$ cat src/rtl/satd_diff_stream.sv
// -----------------------------------------------------------------------------
// satd_diff_stream
//
// Difference front-end for the SATD datapath. Each accepted beat is one row of
// NUM_INPUTS original/current pixel pairs. The block emits NUM_INPUTS signed
// (WIDTH+1)-bit differences per row under valid/ready flow control. Each row is
// tagged with its index inside a BLOCK_ROWS-row block. An output register plus
// a skid register give full throughput with a registered in_ready.
//
// Optional feature macro: SATD_DIFF_SAD_EN
//   When defined, adds out_sad: the cumulative block SAD through each row.
//
// Ports:
//   clk        clock, rising edge
//   rst        asynchronous reset, active-low
//   clr        synchronous flush and block restart, active-high
//   in_valid   row present on ORG/CUR
//   in_ready   block can accept a row (registered, == skid register empty)
//   ORG, CUR   original / current pixels, lane i at [(i+1)*WIDTH-1 : i*WIDTH]
//   out_valid  row of differences present
//   out_ready  downstream accepts the row
//   out_diff   signed differences, lane i at [(i+1)*(WIDTH+1)-1 : i*(WIDTH+1)]
//   out_row    row index of the output row within its block
//   out_last   high on the last row of a block
//   out_sad    (SATD_DIFF_SAD_EN only) cumulative block SAD through this row
// -----------------------------------------------------------------------------
module satd_diff_stream #(
   parameter int WIDTH      = 8,
   parameter int NUM_INPUTS = 8,
   parameter int BLOCK_ROWS = 8,
   localparam int RW        = $clog2(BLOCK_ROWS),
   localparam int DW        = (WIDTH + 1) * NUM_INPUTS
`ifdef SATD_DIFF_SAD_EN
  ,localparam int SW        = WIDTH + $clog2(NUM_INPUTS * BLOCK_ROWS)
`endif
) (
   input  logic                        clk,
   input  logic                        rst,
   input  logic                        clr,
   input  logic                        in_valid,
   output logic                        in_ready,
   input  logic [WIDTH*NUM_INPUTS-1:0] ORG,
   input  logic [WIDTH*NUM_INPUTS-1:0] CUR,
   output logic                        out_valid,
   input  logic                        out_ready,
   output logic [DW-1:0]               out_diff,
   output logic [RW-1:0]               out_row,
   output logic                        out_last
`ifdef SATD_DIFF_SAD_EN
  ,output logic [SW-1:0]               out_sad
`endif
);

   localparam logic [RW-1:0] ROW_LAST = RW'(BLOCK_ROWS - 1);
   localparam logic [RW-1:0] ROW_ONE  = RW'(1);

   // One storage entry: everything that travels with a row.
   typedef struct packed {
      logic [DW-1:0] diff;
      logic [RW-1:0] row;
      logic          last;
`ifdef SATD_DIFF_SAD_EN
      logic [SW-1:0] sad;
`endif
   } entry_t;

   entry_t          out_r;
   entry_t          skid_r;
   entry_t          new_s;
   logic [DW-1:0]   diff_s;
   logic            out_valid_r;
   logic            skid_valid_r;
   logic            in_ready_r;
   logic [RW-1:0]   row_cnt_r;
   logic            in_xfer_s;
   logic            drain_s;

`ifdef SATD_DIFF_SAD_EN
   logic [SW-1:0]   acc_r;
   logic [SW-1:0]   row_sum_s;

   // Magnitude of a (WIDTH+1)-bit two's complement difference; always fits in WIDTH bits.
   function automatic logic [WIDTH-1:0] abs_mag(input logic [WIDTH:0] d);
      logic [WIDTH:0] neg;
      neg = (~d) + {{WIDTH{1'b0}}, 1'b1};
      return d[WIDTH] ? neg[WIDTH-1:0] : d[WIDTH-1:0];
   endfunction
`endif

   assign in_xfer_s = in_valid & in_ready_r;
   // Output register frees up this edge when empty or being consumed.
   assign drain_s   = ~out_valid_r | out_ready;

   // Per-lane zero-extended subtraction; the extra bit makes overflow impossible.
   always_comb begin
      diff_s = '0;
      for (int i = 0; i < NUM_INPUTS; i++) begin
         diff_s[i*(WIDTH+1) +: (WIDTH+1)] = {1'b0, ORG[i*WIDTH +: WIDTH]}
                                          - {1'b0, CUR[i*WIDTH +: WIDTH]};
      end
   end

`ifdef SATD_DIFF_SAD_EN
   // Sum of absolute differences across the lanes of the incoming row.
   always_comb begin
      row_sum_s = '0;
      for (int i = 0; i < NUM_INPUTS; i++) begin
         row_sum_s = row_sum_s
                   + {{(SW-WIDTH){1'b0}}, abs_mag(diff_s[i*(WIDTH+1) +: (WIDTH+1)])};
      end
   end
`endif

   // Assemble the entry for the incoming row; row index is the pre-increment count.
   always_comb begin
      new_s      = '0;
      new_s.diff = diff_s;
      new_s.row  = row_cnt_r;
      new_s.last = (row_cnt_r == ROW_LAST);
`ifdef SATD_DIFF_SAD_EN
      // Row 0 restarts the block sum rather than adding to the previous block.
      new_s.sad  = (row_cnt_r == '0) ? row_sum_s : (acc_r + row_sum_s);
`endif
   end

   // Output register / skid register pipeline with registered in_ready.
   always_ff @(posedge clk or negedge rst) begin
      if (!rst) begin
         out_r        <= '0;
         skid_r       <= '0;
         out_valid_r  <= 1'b0;
         skid_valid_r <= 1'b0;
         in_ready_r   <= 1'b0;
      end else if (clr) begin
         out_valid_r  <= 1'b0;
         skid_valid_r <= 1'b0;
         in_ready_r   <= 1'b1;
      end else if (drain_s) begin
         if (skid_valid_r) begin
            // in_ready was low, so no input can arrive while the skid empties.
            out_r        <= skid_r;
            out_valid_r  <= 1'b1;
            skid_valid_r <= 1'b0;
            in_ready_r   <= 1'b1;
         end else begin
            if (in_xfer_s) begin
               out_r <= new_s;
            end else begin
               out_r <= out_r;
            end
            out_valid_r  <= in_xfer_s;
            skid_valid_r <= 1'b0;
            in_ready_r   <= 1'b1;
         end
      end else begin
         if (in_xfer_s) begin
            skid_r       <= new_s;
            skid_valid_r <= 1'b1;
            in_ready_r   <= 1'b0;
         end else begin
            in_ready_r   <= ~skid_valid_r;
         end
      end
   end

   // Row counter advances on every accepted row and wraps at the block size.
   always_ff @(posedge clk or negedge rst) begin
      if (!rst) begin
         row_cnt_r <= '0;
      end else if (clr) begin
         row_cnt_r <= '0;
      end else if (in_xfer_s) begin
         if (row_cnt_r == ROW_LAST) begin
            row_cnt_r <= '0;
         end else begin
            row_cnt_r <= row_cnt_r + ROW_ONE;
         end
      end else begin
         row_cnt_r <= row_cnt_r;
      end
   end

`ifdef SATD_DIFF_SAD_EN
   // Block SAD accumulator follows the cumulative sum stored with each row.
   always_ff @(posedge clk or negedge rst) begin
      if (!rst) begin
         acc_r <= '0;
      end else if (clr) begin
         acc_r <= '0;
      end else if (in_xfer_s) begin
         acc_r <= new_s.sad;
      end else begin
         acc_r <= acc_r;
      end
   end

   assign out_sad   = out_r.sad;
`endif

   assign in_ready  = in_ready_r;
   assign out_valid = out_valid_r;
   assign out_diff  = out_r.diff;
   assign out_row   = out_r.row;
   assign out_last  = out_r.last;

endmodule

$ cat config.mk
export PLATFORM = sky130hd
export DESIGN_NAME = satd_diff_stream
export DESIGN_NICKNAME = d
export VERILOG_FILES = /design/src/rtl/satd_diff_stream.sv
export SDC_FILE = /design/constraint.sdc
export NUM_CORES = 1
export LEC_CHECK = 0
export CAP_MARGIN = 5
export CORE_MARGIN = 3
export CORE_UTILIZATION = 25
export CTS_BUF_LIST = sky130_fd_sc_hd__clkbuf_8
export DETAILED_ROUTE_END_ITERATION = 7
export SLEW_MARGIN = 15
export SYNTH_ARGS = -nofsm -noshare
export SYNTH_HDL_FRONTEND = slang
export SYNTH_SLANG_ARGS = --single-unit
$ cat constraint.sdc
create_clock -name clk -period 2 [get_ports clk]
set_input_delay 0.5 -clock clk [delete_from_list [all_inputs] [get_ports clk]]
set_output_delay 0.5 -clock clk [all_outputs]
set_load 0.02 [all_outputs]
Yosys cells after proc, flatten, opt, wreduce, memory -nomap -nowiden:

Index checks and enable logic that the tools add are counted.

* bitwise operators: 6
* reductions and logical operators: 6
* multiplexer cells: 14
* equal/unequal tests: 1
* add/sub/neg operators: 9

Operator list (count)
* 76-bit 2-to-1 mux: 2
* 8-bit by 8-bit subtractor with 9-bit output: 8
* 1-bit 2-to-1 mux: 9
* 3-bit 2-to-1 mux: 3
* 3-bit AND reduction: 2
* 2-bit nonzero test: 3
* 1-bit inverter: 4
* 3-bit by 1-bit adder with 3-bit output (second input constant): 1
* 3-bit == test (second input constant): 1
* 3-bit nonzero test: 1
* 1-bit AND: 1
* 1-bit OR: 1

* bits in registers: 158
* input port bits: 133
* output and inout bits: 78

Logic depth before layout (Yosys ltp):

* word-level depth: 4
* gate-level depth with buffers: 8
* mapped depth without buffers: 8

Worst setup path after synthesis:

No wires, ideal clock.

* path type: input-to-reg
* from: input ORG[56]
* to: register out_r, in the netlist out_diff[71]
* slack: -0.196 ns
* data required time: 1.918 ns
* arrival: 2.114 ns
* library setup time: 0.082 ns
* buffers on the path: 0
* stages on the path: 8
* cells stage by stage: inv_1 ha_1 fa_1 nor2b_4 o31a_1 o311a_1 or4_1 a31oi_1

* cells in the longest elaborated chain, start to end: 3

Ends and longest elaborated chain
* from (decl): RTL line 42 `input logic [WIDTH*NUM_INPUTS-1:0] ORG,`
* 8-bit by 8-bit subtractor with 9-bit output: RTL line 99 `- {1'b0, CUR[i*WIDTH +: WIDTH]};`
* 76-bit 2-to-1 mux: RTL line 146 `if (in_xfer_s) begin`
* 76-bit 2-to-1 mux: RTL line 139 `if (skid_valid_r) begin`
* to (signal assigned): RTL line 141 `out_r <= skid_r;`
* to (signal assigned): RTL line 147 `out_r <= new_s;`
* to (signal assigned): RTL line 149 `out_r <= out_r;`
* to (decl): RTL line 67 `entry_t out_r;`

Every way passes these cells. The select of a mux whose other input is x is not followed.
A chain may end at the register's enable or synchronous reset.

Worst setup path after layout:

* from: input CUR[56]
* to: register out_r, in the netlist out_diff[71]

* cells in the longest elaborated chain, start to end: 3

Ends and longest elaborated chain
* from (decl): RTL line 43 `input logic [WIDTH*NUM_INPUTS-1:0] CUR,`
* 8-bit by 8-bit subtractor with 9-bit output: RTL line 99
* 76-bit 2-to-1 mux: RTL line 146
* 76-bit 2-to-1 mux: RTL line 139

Every way passes these cells. The select of a mux whose other input is x is not followed.

==> results.cfg <==
[status]
outcome = finished, violations left
failing_checks = setup timing

[detailed_routing]
num_vias = 8337
detail-route-antenna-nets = 0
drt_drc_violations_left = 0
first_pass_iters = 5
starting_drt_drc_count = 316
vias_per_cell = 4.56
detail_route.wl_per_cell_um = 14.3
routed_wirelength_um = 26200

[final_layout]
multi_input_gate_area_um2 = 5080
seq_area_um2 = 3960
diodes = 0
layout.cells.most_common = sky130_fd_sc_hd__dfrtp_1
final-instance-count-excl-fill = 1827
area_delta_synth_final_pct = 45.9
nNetsFinal = 1560
post-route-util_pct = 37.6
final_cell_mix = 157 x sky130_fd_sc_hd__dfrtp_1, 150 x sky130_fd_sc_hd__nand2_1, 125 x sky130_fd_sc_hd__buf_4, 112 x sky130_fd_sc_hd__clkdlybuf4s50_1, 109 x sky130_fd_sc_hd__o21ai_0
layout.cell_area.non_filler_um2 = 13600
n_fill_cell = 3678
final_layout_size_suffix_gt1_share_pct = 17.1

[clock_network]
numClockSinks = 158
tritoncts.num_buffers = 17
clkSlewWorstSetupHoldPaths_ps = 90
clk_path_buf_depth = 2
root_buffer = sky130_fd_sc_hd__clkbuf_8
cts_tree = yes
clkLatencyLatePin_ps = 480
cts_htree_levels = 4

[critical_path]
setup.worst_path.start = CUR[56]
timing.critical_path.fanout_max = 2
endpoint_of_the_most_critical_setup_path = out_diff[71]
setup.worst_path.end_class = flip-flop
r2r-end = out_diff[25]
critical_path_arrival_ps = 2410
start_kind = primary input
worstReg2RegStart = skid_valid_r
setup.reg_to_reg.worst_slack_ps = 260
timing_worst_setup_path_type = in2reg
cp.required_ps = 2410
r2r_cells = 7

[floorplanning]
core_region_area_um2 = 36100
floorplan.die.height_um = 199
placementRows = 69
die_width_um = 199
floorplan.io_pins = 211
fp.dieArea_um2 = 39500
initial_standard_cell_utilization_of_the_core_pct = 25.7

[power]
power_per_cell_area_nw_per_um2 = 773
power.leakage_nw = 6.68
peakVddDrop_mv = 0.378

[timing]
worst_clock_skew_ps = 15.7
min_period_over_period_pct = 100
slew_viol_final = 0
worst_pin_slew_ps = 446
fmax_mhz = 498
final.setup.worst_slack_ps = -7.24
final_hold_viol_count = 0
rsz0062_at_grt = true
timing.final.crit_period_ps = 2010
maxSlewHeadroom_pct = 70.3
report.final.setup_viol = 1

[yosys]
yosysTopAreaCell = sky130_fd_sc_hd__dfrtp_1
synth.yosys.seq_area_share_pct = 42.6
synth.area.top_cells = sky130_fd_sc_hd__dfrtp_1 43%, sky130_fd_sc_hd__ha_1 8.9%, sky130_fd_sc_hd__o21ai_0 6.4%
post_synth_net_total = 1249
syn_area_per_cell_um2 = 8.91
synth_cell_type_count = 40
yosys_register_bits = 158
synthDominantCellAreaShare_pct = 42.6
yosys_synthesis_warning_count = 0
synth.cell_area_um2 = 9290
synthesis.instances = 1042

[run]
max_cap_viol_count = 0

[global_route]
groute.usage.overall_pct = 13.3
grt_max_degree = 96
grt_antenna_before_repair = 0
first_global_vias = 8564
grt_overflow = 0
grt_pass1_wl_um = 42600

[placement]
placedCellCount = 1791
placement.cell_area_um2 = 13000
portBuffers = 210
detailedPlacementHpwl_um = 19500
placement.setup.worst_slack_ps = -705
finalWeightedCongestion = 0.801

[hold_path]
timing.hold.worst.class = in2async
[cells by family after synthesis]
group	synth area share, %
xor gates and xnor gates	4.05
DFF	42.6
buffers and inverters	5.36
and+or+nand+nor	16.0
adders and majority gates	10.6
muxes	3.43
AOI/OAI and AO/OA	18.0
[Yosys cell counts]
library cell and number:
sky130_fd_sc_hd__nand2b_1 12, sky130_fd_sc_hd__a21o_1 16, sky130_fd_sc_hd__buf_1 6, sky130_fd_sc_hd__a21oi_1 93, sky130_fd_sc_hd__fa_1 8, sky130_fd_sc_hd__or2_2 3
sky130_fd_sc_hd__nor3b_1 17, sky130_fd_sc_hd__nand2_1 150, sky130_fd_sc_hd__o311a_1 2, sky130_fd_sc_hd__a211oi_1 11, sky130_fd_sc_hd__or3_1 5, sky130_fd_sc_hd__o22ai_1 3
sky130_fd_sc_hd__and3b_1 4, sky130_fd_sc_hd__a31oi_1 10, sky130_fd_sc_hd__xor2_1 37, sky130_fd_sc_hd__xnor2_1 6, sky130_fd_sc_hd__nor2_1 39, sky130_fd_sc_hd__a31o_2 4
sky130_fd_sc_hd__o21ai_0 118, sky130_fd_sc_hd__nand4_1 4, sky130_fd_sc_hd__or4_1 2, sky130_fd_sc_hd__o211ai_1 20, sky130_fd_sc_hd__nor2b_1 1, sky130_fd_sc_hd__dfrtp_1 158
sky130_fd_sc_hd__clkbuf_1 46, sky130_fd_sc_hd__o31ai_1 2, sky130_fd_sc_hd__and4_1 4, sky130_fd_sc_hd__nand3b_1 4, sky130_fd_sc_hd__a22o_1 2, sky130_fd_sc_hd__mux2i_1 24
sky130_fd_sc_hd__o31a_1 3, sky130_fd_sc_hd__o21a_1 9, sky130_fd_sc_hd__and3_1 18, sky130_fd_sc_hd__inv_1 74, sky130_fd_sc_hd__nor3_1 21, sky130_fd_sc_hd__mux2_2 7
sky130_fd_sc_hd__nor2b_4 2, sky130_fd_sc_hd__ha_1 66, sky130_fd_sc_hd__buf_2 5, sky130_fd_sc_hd__nand3_1 26
[worst min-delay path by stage]
stage / from / to / slack (ps) / cells after the start
after floorplan: rst / in_ready / 200 / 0
after global placement: rst / out_diff[45] / 340 / 1
after detailed placement: rst / out_diff[45] / 340 / 1
after CTS: rst / out_diff[59] / 360 / 2
after global routing: rst / out_diff[59] / 380 / 2
final: rst / out_diff[59] / 410 / 2
[worst max-delay path, stage by stage]
cell	delay [ps]
sky130_fd_sc_hd__clkdlybuf4s15_1	210
sky130_fd_sc_hd__ha_4	150
sky130_fd_sc_hd__fa_2	220
sky130_fd_sc_hd__nor2b_4	40
sky130_fd_sc_hd__o31a_1	290
sky130_fd_sc_hd__o311a_1	320
sky130_fd_sc_hd__or4_4	510
sky130_fd_sc_hd__a31oi_1	160
[metrics by stage]
stage	hold slack [ps]	power, mW	TNS (ps)
final	412	10.5	-7.24
after global routing	377	11.2	-33.4
after CTS	355	10.6	-287
after detailed placement	341	8.19	-46900
after global placement	339	8.11	-44100
after floorplan	204	6.28	-367
[area by class of cell]
| cell class | count | share of cell area, % |
|---|---|---|
| Clock inverter | 13 | 1.21 |
| Clock buffer | 19 | 1.93 |
| Timing Repair Buffer | 349 | 23.9 |
| Sequential cell | 158 | 29.2 |
| Inverter | 74 | 2.05 |
| Multi-Input combinational cell | 753 | 37.5 |
| Tap cell | 461 | 4.25 |
[sequential cells by signal, indices dropped and copies added, names as in the netlist]
| name | count |
|---|---|
| in_ready | 1 |
| out_diff | 72 |
| out_valid | 1 |
| row_cnt_r | 3 |
| out_row | 3 |
| skid_valid_r | 1 |
| out_last | 1 |
| skid_r | 76 |
[power by group]
group,switching [mW],internal [mW],total (mW)
sequential,0.421,3.97,4.39
combinational,1.87,1.64,3.51
clock,1.28,1.31,2.59
total,3.57,6.91,10.5
[layer usage]
metal	vias up	share of wire, %	GRT usage, %
met1	3934	48	17.6
met5	-	0	0
met4	0	1.0	3.25
li1	4222	-	-
met2	166	46	22.2
met3	15	4.9	3.03
[what timing repair did]
item,in CTS,in global routing
pin swaps,11,15
hold endpoints to repair,11,0
hold buffers,1,0
setup buffers,3,0
endpoints found under the setup margin,80,42
resized for setup,103,47
Power figures use the tool's default switching activity.
